$ cat config.mk
export PLATFORM = sky130hd
export DESIGN_NAME = cpu_selftest_sequencer
export DESIGN_NICKNAME = d
export VERILOG_FILES = /design/src/rtl/selftest_pkg.sv /design/src/rtl/selftest_checker.sv /design/src/rtl/cpu_selftest_sequencer.sv
export SDC_FILE = /design/constraint.sdc
export NUM_CORES = 1
export LEC_CHECK = 0
export CAP_MARGIN = 20
export CORE_MARGIN = 5
export CORE_UTILIZATION = 32
export CTS_BUF_LIST = sky130_fd_sc_hd__clkbuf_8
export DETAILED_ROUTE_END_ITERATION = 12
export PLACE_DENSITY = 0.95
export SLEW_MARGIN = 20
export SYNTH_ARGS = -nofsm -noshare
export SYNTH_HDL_FRONTEND = slang
export SYNTH_SLANG_ARGS = --single-unit
$ cat constraint.sdc
create_clock -name clock -period 3.7 [get_ports clock]
set_input_delay 0.555 -clock clock [delete_from_list [all_inputs] [get_ports clock]]
set_output_delay 0.555 -clock clock [all_outputs]
set_load 0.02 [all_outputs]
$ cat src/rtl/selftest_pkg.sv
// Shared definitions for the CPU self-test sequencer: FSM state encoding,
// the reset hold length and a few MIPS register indices used by check tables.
package selftest_pkg;

  typedef enum logic [2:0] {
    IDLE,
    LOAD,
    HOLD,
    RUN,
    CHECK,
    DONE
  } state_t;

  localparam int HOLD_CYCLES = 2;

  localparam logic [4:0] T0 = 5'd8;
  localparam logic [4:0] T1 = 5'd9;
  localparam logic [4:0] T2 = 5'd10;
  localparam logic [4:0] RA = 5'd31;

  // Index width that stays at least one bit wide for single-entry tables.
  function automatic int idxWidth(input int n);
    return (n > 1) ? $clog2(n) : 1;
  endfunction

endpackage

$ cat src/rtl/selftest_checker.sv
// Register check accumulator for the self-test sequencer. While enabled it
// compares the debug read data with the expected value of the current check
// entry, counts mismatches and remembers the index of the first one.
module selftest_checker
  import selftest_pkg::*;
#(
  parameter int DATA_W = 32,
  parameter int CHK_W  = 2,
  parameter int CNT_W  = 3
) (
  input  logic              clock,
  input  logic              reset_n,
  input  logic              i_clear,
  input  logic              i_enable,
  input  logic              i_chkValid,
  input  logic [CHK_W-1:0]  i_chkIdx,
  input  logic [DATA_W-1:0] i_rdata,
  input  logic [DATA_W-1:0] i_expected,
  output logic [CNT_W-1:0]  o_failCount,
  output logic [CHK_W-1:0]  o_firstFail
);

  logic             w_mismatch;
  logic [CNT_W-1:0] r_failCount;
  logic [CHK_W-1:0] r_firstFail;

  // A check entry only counts against the CPU when it is marked valid.
  always_comb begin
    w_mismatch = i_chkValid && (i_rdata != i_expected);
  end

  // Mismatch counter and first-mismatch index. Both are wiped when a new
  // sequence starts; the index is captured only while the count is still zero
  // so later mismatches never overwrite it.
  always_ff @(posedge clock or negedge reset_n) begin
    if (!reset_n) begin
      r_failCount <= '0;
      r_firstFail <= '0;
    end else if (i_clear) begin
      r_failCount <= '0;
      r_firstFail <= '0;
    end else if (i_enable && w_mismatch) begin
      r_failCount <= r_failCount + 1'b1;
      if (r_failCount == '0) begin
        r_firstFail <= i_chkIdx;
      end
    end
  end

  assign o_failCount = r_failCount;
  assign o_firstFail = r_firstFail;

endmodule

$ cat src/rtl/cpu_selftest_sequencer.sv
// On-chip CPU self-test sequencer. Loads a sparse program table into the CPU
// instruction memory, holds the CPU in reset briefly, runs it for a cycle
// budget, then walks a register check table through the debug read port.
// Optional build macro SELFTEST_HALT_DETECT_EN ends the run early once the
// CPU program counter stops moving, and reports that through 'halted'.
module cpu_selftest_sequencer
  import selftest_pkg::*;
#(
  parameter int DATA_W     = 32,
  parameter int ADDR_W     = 32,
  parameter int PROG_DEPTH = 16,
  parameter int NUM_CHECKS = 4,
  parameter int RUN_CYCLES = 20,
  parameter int REG_AW     = 5,
  localparam int PIDX_W    = idxWidth(PROG_DEPTH),
  localparam int CIDX_W    = idxWidth(NUM_CHECKS),
  localparam int CNT_W     = $clog2(NUM_CHECKS + 1)
) (
  input  logic              clock,
  input  logic              reset_n,
  input  logic              start,
  output logic [PIDX_W-1:0] tbl_idx,
  input  logic              tbl_valid,
  input  logic [ADDR_W-1:0] tbl_addr,
  input  logic [DATA_W-1:0] tbl_instr,
  output logic [CIDX_W-1:0] chk_idx,
  input  logic              chk_valid,
  input  logic [REG_AW-1:0] chk_reg,
  input  logic [DATA_W-1:0] chk_expected,
  output logic              cpu_reset,
  output logic              imem_we,
  output logic [ADDR_W-3:0] imem_waddr,
  output logic [DATA_W-1:0] imem_wdata,
  output logic [REG_AW-1:0] dbg_raddr,
  input  logic [DATA_W-1:0] dbg_rdata,
`ifdef SELFTEST_HALT_DETECT_EN
  input  logic [ADDR_W-1:0] cpu_pc,
  output logic              halted,
`endif
  output logic              busy,
  output logic              done,
  output logic              pass,
  output logic [CNT_W-1:0]  fail_count,
  output logic [CIDX_W-1:0] first_fail
);

  localparam int CYC_W = idxWidth((RUN_CYCLES > HOLD_CYCLES) ? RUN_CYCLES : HOLD_CYCLES);

  state_t            r_state;
  logic [PIDX_W-1:0] r_tblIdx;
  logic [CIDX_W-1:0] r_chkIdx;
  logic [CYC_W-1:0]  r_cycCnt;
  logic              r_cpuReset;
  logic              r_busy;
  logic              r_done;

  logic              w_startAccept;
  logic              w_checkEnable;
  logic              w_budgetEnd;
  logic              w_haltNow;
  logic [CNT_W-1:0]  w_failCount;
  logic [CIDX_W-1:0] w_firstFail;

`ifdef SELFTEST_HALT_DETECT_EN
  logic [ADDR_W-1:0] r_prevPc;
  logic              r_pcSameLast;
  logic              r_halted;
  logic              w_pcSame;
`endif

  // Start is only honoured when no sequence is in flight; run-end is the
  // budget expiry or, in the halt-detect build, two back-to-back RUN cycles in
  // which the program counter did not move (the program reached its self-loop).
  always_comb begin
    w_startAccept = start && ((r_state == IDLE) || (r_state == DONE));
    w_checkEnable = (r_state == CHECK);
    w_budgetEnd   = (r_cycCnt == CYC_W'(RUN_CYCLES - 1));
`ifdef SELFTEST_HALT_DETECT_EN
    w_pcSame      = (r_cycCnt != '0) && (cpu_pc == r_prevPc);
    w_haltNow     = w_pcSame && r_pcSameLast;
`else
    w_haltNow     = 1'b0;
`endif
  end

  // Sequencer FSM. Outputs are registered alongside the state so cpu_reset
  // drops on the very edge that enters RUN and stays low through CHECK and
  // DONE, letting the CPU free-run on its final self-jump while registers
  // are read back.
  always_ff @(posedge clock or negedge reset_n) begin
    if (!reset_n) begin
      r_state    <= IDLE;
      r_tblIdx   <= '0;
      r_chkIdx   <= '0;
      r_cycCnt   <= '0;
      r_cpuReset <= 1'b1;
      r_busy     <= 1'b0;
      r_done     <= 1'b0;
`ifdef SELFTEST_HALT_DETECT_EN
      r_prevPc     <= '0;
      r_pcSameLast <= 1'b0;
      r_halted     <= 1'b0;
`endif
    end else begin
      case (r_state)
        IDLE, DONE: begin
          if (w_startAccept) begin
            r_state    <= LOAD;
            r_tblIdx   <= '0;
            r_cpuReset <= 1'b1;
            r_busy     <= 1'b1;
            r_done     <= 1'b0;
`ifdef SELFTEST_HALT_DETECT_EN
            r_halted   <= 1'b0;
`endif
          end
        end
        LOAD: begin
          if (r_tblIdx == PIDX_W'(PROG_DEPTH - 1)) begin
            r_state  <= HOLD;
            r_tblIdx <= '0;
            r_cycCnt <= '0;
          end else begin
            r_tblIdx <= r_tblIdx + 1'b1;
          end
        end
        HOLD: begin
          if (r_cycCnt == CYC_W'(HOLD_CYCLES - 1)) begin
            r_state    <= RUN;
            r_cycCnt   <= '0;
            r_cpuReset <= 1'b0;
`ifdef SELFTEST_HALT_DETECT_EN
            r_pcSameLast <= 1'b0;
`endif
          end else begin
            r_cycCnt <= r_cycCnt + 1'b1;
          end
        end
        RUN: begin
`ifdef SELFTEST_HALT_DETECT_EN
          r_prevPc     <= cpu_pc;
          r_pcSameLast <= w_pcSame;
`endif
          if (w_budgetEnd || w_haltNow) begin
            r_state  <= CHECK;
            r_chkIdx <= '0;
            r_cycCnt <= '0;
`ifdef SELFTEST_HALT_DETECT_EN
            r_halted <= w_haltNow;
`endif
          end else begin
            r_cycCnt <= r_cycCnt + 1'b1;
          end
        end
        CHECK: begin
          if (r_chkIdx == CIDX_W'(NUM_CHECKS - 1)) begin
            r_state  <= DONE;
            r_chkIdx <= '0;
            r_busy   <= 1'b0;
            r_done   <= 1'b1;
          end else begin
            r_chkIdx <= r_chkIdx + 1'b1;
          end
        end
        default: begin
          r_state    <= IDLE;
          r_cpuReset <= 1'b1;
          r_busy     <= 1'b0;
          r_done     <= 1'b0;
        end
      endcase
    end
  end

  selftest_checker #(
    .DATA_W (DATA_W),
    .CHK_W  (CIDX_W),
    .CNT_W  (CNT_W)
  ) u_checker (
    .clock       (clock),
    .reset_n     (reset_n),
    .i_clear     (w_startAccept),
    .i_enable    (w_checkEnable),
    .i_chkValid  (chk_valid),
    .i_chkIdx    (r_chkIdx),
    .i_rdata     (dbg_rdata),
    .i_expected  (chk_expected),
    .o_failCount (w_failCount),
    .o_firstFail (w_firstFail)
  );

  assign tbl_idx    = r_tblIdx;
  assign chk_idx    = r_chkIdx;
  assign imem_we    = (r_state == LOAD) && tbl_valid;
  assign imem_waddr = tbl_addr[ADDR_W-1:2];
  assign imem_wdata = tbl_instr;
  assign dbg_raddr  = chk_reg;
  assign cpu_reset  = r_cpuReset;
  assign busy       = r_busy;
  assign done       = r_done;
  assign pass       = r_done && (w_failCount == '0);
  assign fail_count = w_failCount;
  assign first_fail = w_firstFail;
`ifdef SELFTEST_HALT_DETECT_EN
  assign halted     = r_halted && r_done;
`endif

endmodule
==> results.txt <==
Data arrival, critical path = 2010 ps
N_diodes = 0
Synth-to-Final Area Change = 21.8%
Fin nets = 403
Slew headroom = 63.6%
Initial antenna violation count = 0
Post-synth ARST share = 100%
Num CTS Buffers = 3
Pins Over Slew Limit = 0
Sequential-to-total area share from yosys stat = 26.0%
Vias per cell = 4.95
CP Capture Type = output port
EDFF count, synth = 0
Global placement routability congestion = 0.789
Share of the synthesized area in the top cell type = 24.7%
First-pass detailed-route iteration total = 4
Vias in the first global route = 1738
Post-CTS resize count = 0
Max_cap viols = 0
WL/cell = 15.3 um
CTS Root Cell = clkbuf_8
DRC violations left = 0
Req. time, crit path = 3140 ps
CTS Hold Buffers Added = 0
Mean post-synth cell area = 8.74 sq um
Worst-Skew Late Latency = 270 ps
Die height = 91.5 um
Die Footprint = 8370 sq um
Post-Syn Area = 2120 sq um
Core footprint = 6420 sq um
Site Rows = 29
Post-CTS Setup Bufs = 0
Clk sink count = 22
DRT iter0 DRCs = 50
Max Clk Rate = 0.390 GHz
YS warnings = 0
Initial Utilization = 33.1%
Via Count = 1658
Total GRT Usage = 11.9%
Cell accounting for the most synthesized area = dfrtp_1
Top FF cell, synth = dfrtp_1
Final setup viols = 0
Peak supply drop = 231 uV
Min Hold Slack = 236 ps
Fin. Hold Viols = 0
Min-delay worst type = primary input to asynchronous set/reset pin
Worst Clk Skew = 1.98 ps
Mapped Cells = 243
Pwr dens = 461 nW/um^2
Routed WL = 5.14 mm
P_leak = 1.10 nW
Longest Clk Path Bufs = 2
GRT overflow = 0
CP Class = flip-flop to output port
RSZ-0062 raised after global routing = false
Post-synth top cells = buf_4, xor2_1, dfrtp_1
Routed Antenna Nets = 0
Yosys reg bits = 22
Most frequent cell after synthesis = buf_4
Layout cells sized above 1 = 5.43%
Slew @ Worst Pin = 547 ps
Port Buffers = 84
Period Utilization, post-route = 69.3%
DP HPWL = 4.31 mm
Status = complete, no violations
Setup_tns = 0 ps
Worst-path maximum fanout = 13
Synth area leaders = dfrtp_1, buf_4, xor2_1
First-pass GRT wire length = 8.24 mm
H-tree depth = 1
Post-layout minimum cycle time = 2570 ps
Pin count of the biggest net entering global routing = 23
Num ports = 221
Fillers = 612
Syn_nets = 387
Worst Setup Start Kind = flip-flop
Distinct cell type count after synthesis = 42
Die W = 91.5 um
CTS tree = built
Clk slew on worst S/H paths = 80 ps
==> path summary, 6_finish.rpt <==
kind                                                            from                                   end  slack [ps]  depth (start not counted)
worst max-delay path                          r_state[0]$_DFFE_PN0P_                               imem_we        1130                          4
worst min-delay path                                         reset_n               r_cycCnt[2]$_DFFE_PN0P_         240                          1
worst max register to register               r_cycCnt[0]$_DFFE_PN0P_                r_state[0]$_DFFE_PN0P_        1740                          6
worst min register to register  u_checker.o_failCount[2]$_DFFE_PN0P_  u_checker.o_failCount[2]$_DFFE_PN0P_         520                          1
max in group asynchronous                                    reset_n                 cpu_reset$_DFFE_PN1P_        3100                          1
min in group clock              u_checker.o_failCount[2]$_DFFE_PN0P_  u_checker.o_failCount[2]$_DFFE_PN0P_         520                          1
==> layout by cell type, fill, tap and decap left out, types with 2 or more instances in the layout <==
cell type / count
ha_1: 6
nand2b_1: 2
clkdlybuf4s50_1: 83
a21o_1: 4
o21ai_0: 9
xor2_1: 32
dfrtp_1: 21
clkbuf_8: 3
and2_1: 3
inv_1: 7
nand2_1: 20
nor2_1: 8
nor4_1: 5
nand4_1: 3
nor3b_1: 3
and3_1: 3
o22ai_1: 4
mux2i_1: 6
nor4_2: 4
a21oi_1: 8
nor2b_1: 4
==> cell families after synthesis <==
family	synth area share, %
mux	2.83
buf+inv	26.6
fa+ha+maj	3.53
flops	26.0
compound gates	10.8
xor+xnor	13.2
simple gates	17.0
==> power by group <==
group	leakage [nW]	internal [mW]	switching [mW]	total, mW
logic	0.786	0.281	0.259	0.540
clock network	0.0357	0.145	0.0826	0.227
registers	0.279	0.313	0.113	0.426
==> stage by stage <==
| step | area, sq um | util [%] | std cells | setup WS, ps | power, mW |
|---|---|---|---|---|---|
| 2_1_floorplan | 2120 | - | 243 | 2030 | 0.850 |
| 3_3_place_gp | 2520 | 39.3 | 331 | 1360 | 0.940 |
| 3_5_place_dp | 2520 | 39.3 | 331 | 1310 | 0.971 |
| 4_1_cts | 2590 | 40.4 | 335 | 1110 | 1.20 |
| 5_1_grt | 2590 | 40.3 | 335 | 999 | 1.28 |
| 6_report | 2590 | 40.3 | 335 | 1130 | 1.19 |
==> state kept, by name, summed over array words and instances, names as in the netlist <==
register,count
r_cycCnt,5
tbl_idx,4
r_state,3
u_checker.o_failCount,3
chk_idx,2
u_checker.o_firstFail,2
busy,1
cpu_reset,1
done,1
==> final cells by class <==
class | instances | area (sq um) | area share, %
tap | 77 | 96.3 | 3.72
multi-input combinational | 141 | 1010 | 38.9
clock buffer | 3 | 41.3 | 1.59
timing repair buffer | 84 | 836 | 32.3
sequential | 22 | 552 | 21.3
clock inverter | 1 | 30.0 | 1.16
inverter | 7 | 26.3 | 1.01
==> routing by layer <==
metal	global-route usage, %	vias up	share of wire, %	routed length (um)
li1	-	781	-	-
met1	12.0	764	35	1810
met2	21.2	95	52	2650
met3	5.54	18	11	573
met4	4.65	0	2.1	110
met5	0	-	0	0
==> worst max-delay path, cell delays in order, from the launching register on <==
cell and delay [ps]:
dfrtp_1 600, nand2b_2 160, nor2_1 230, and2_1 160
clkdlybuf4s50_1 590
Power figures use the tool's default switching activity.
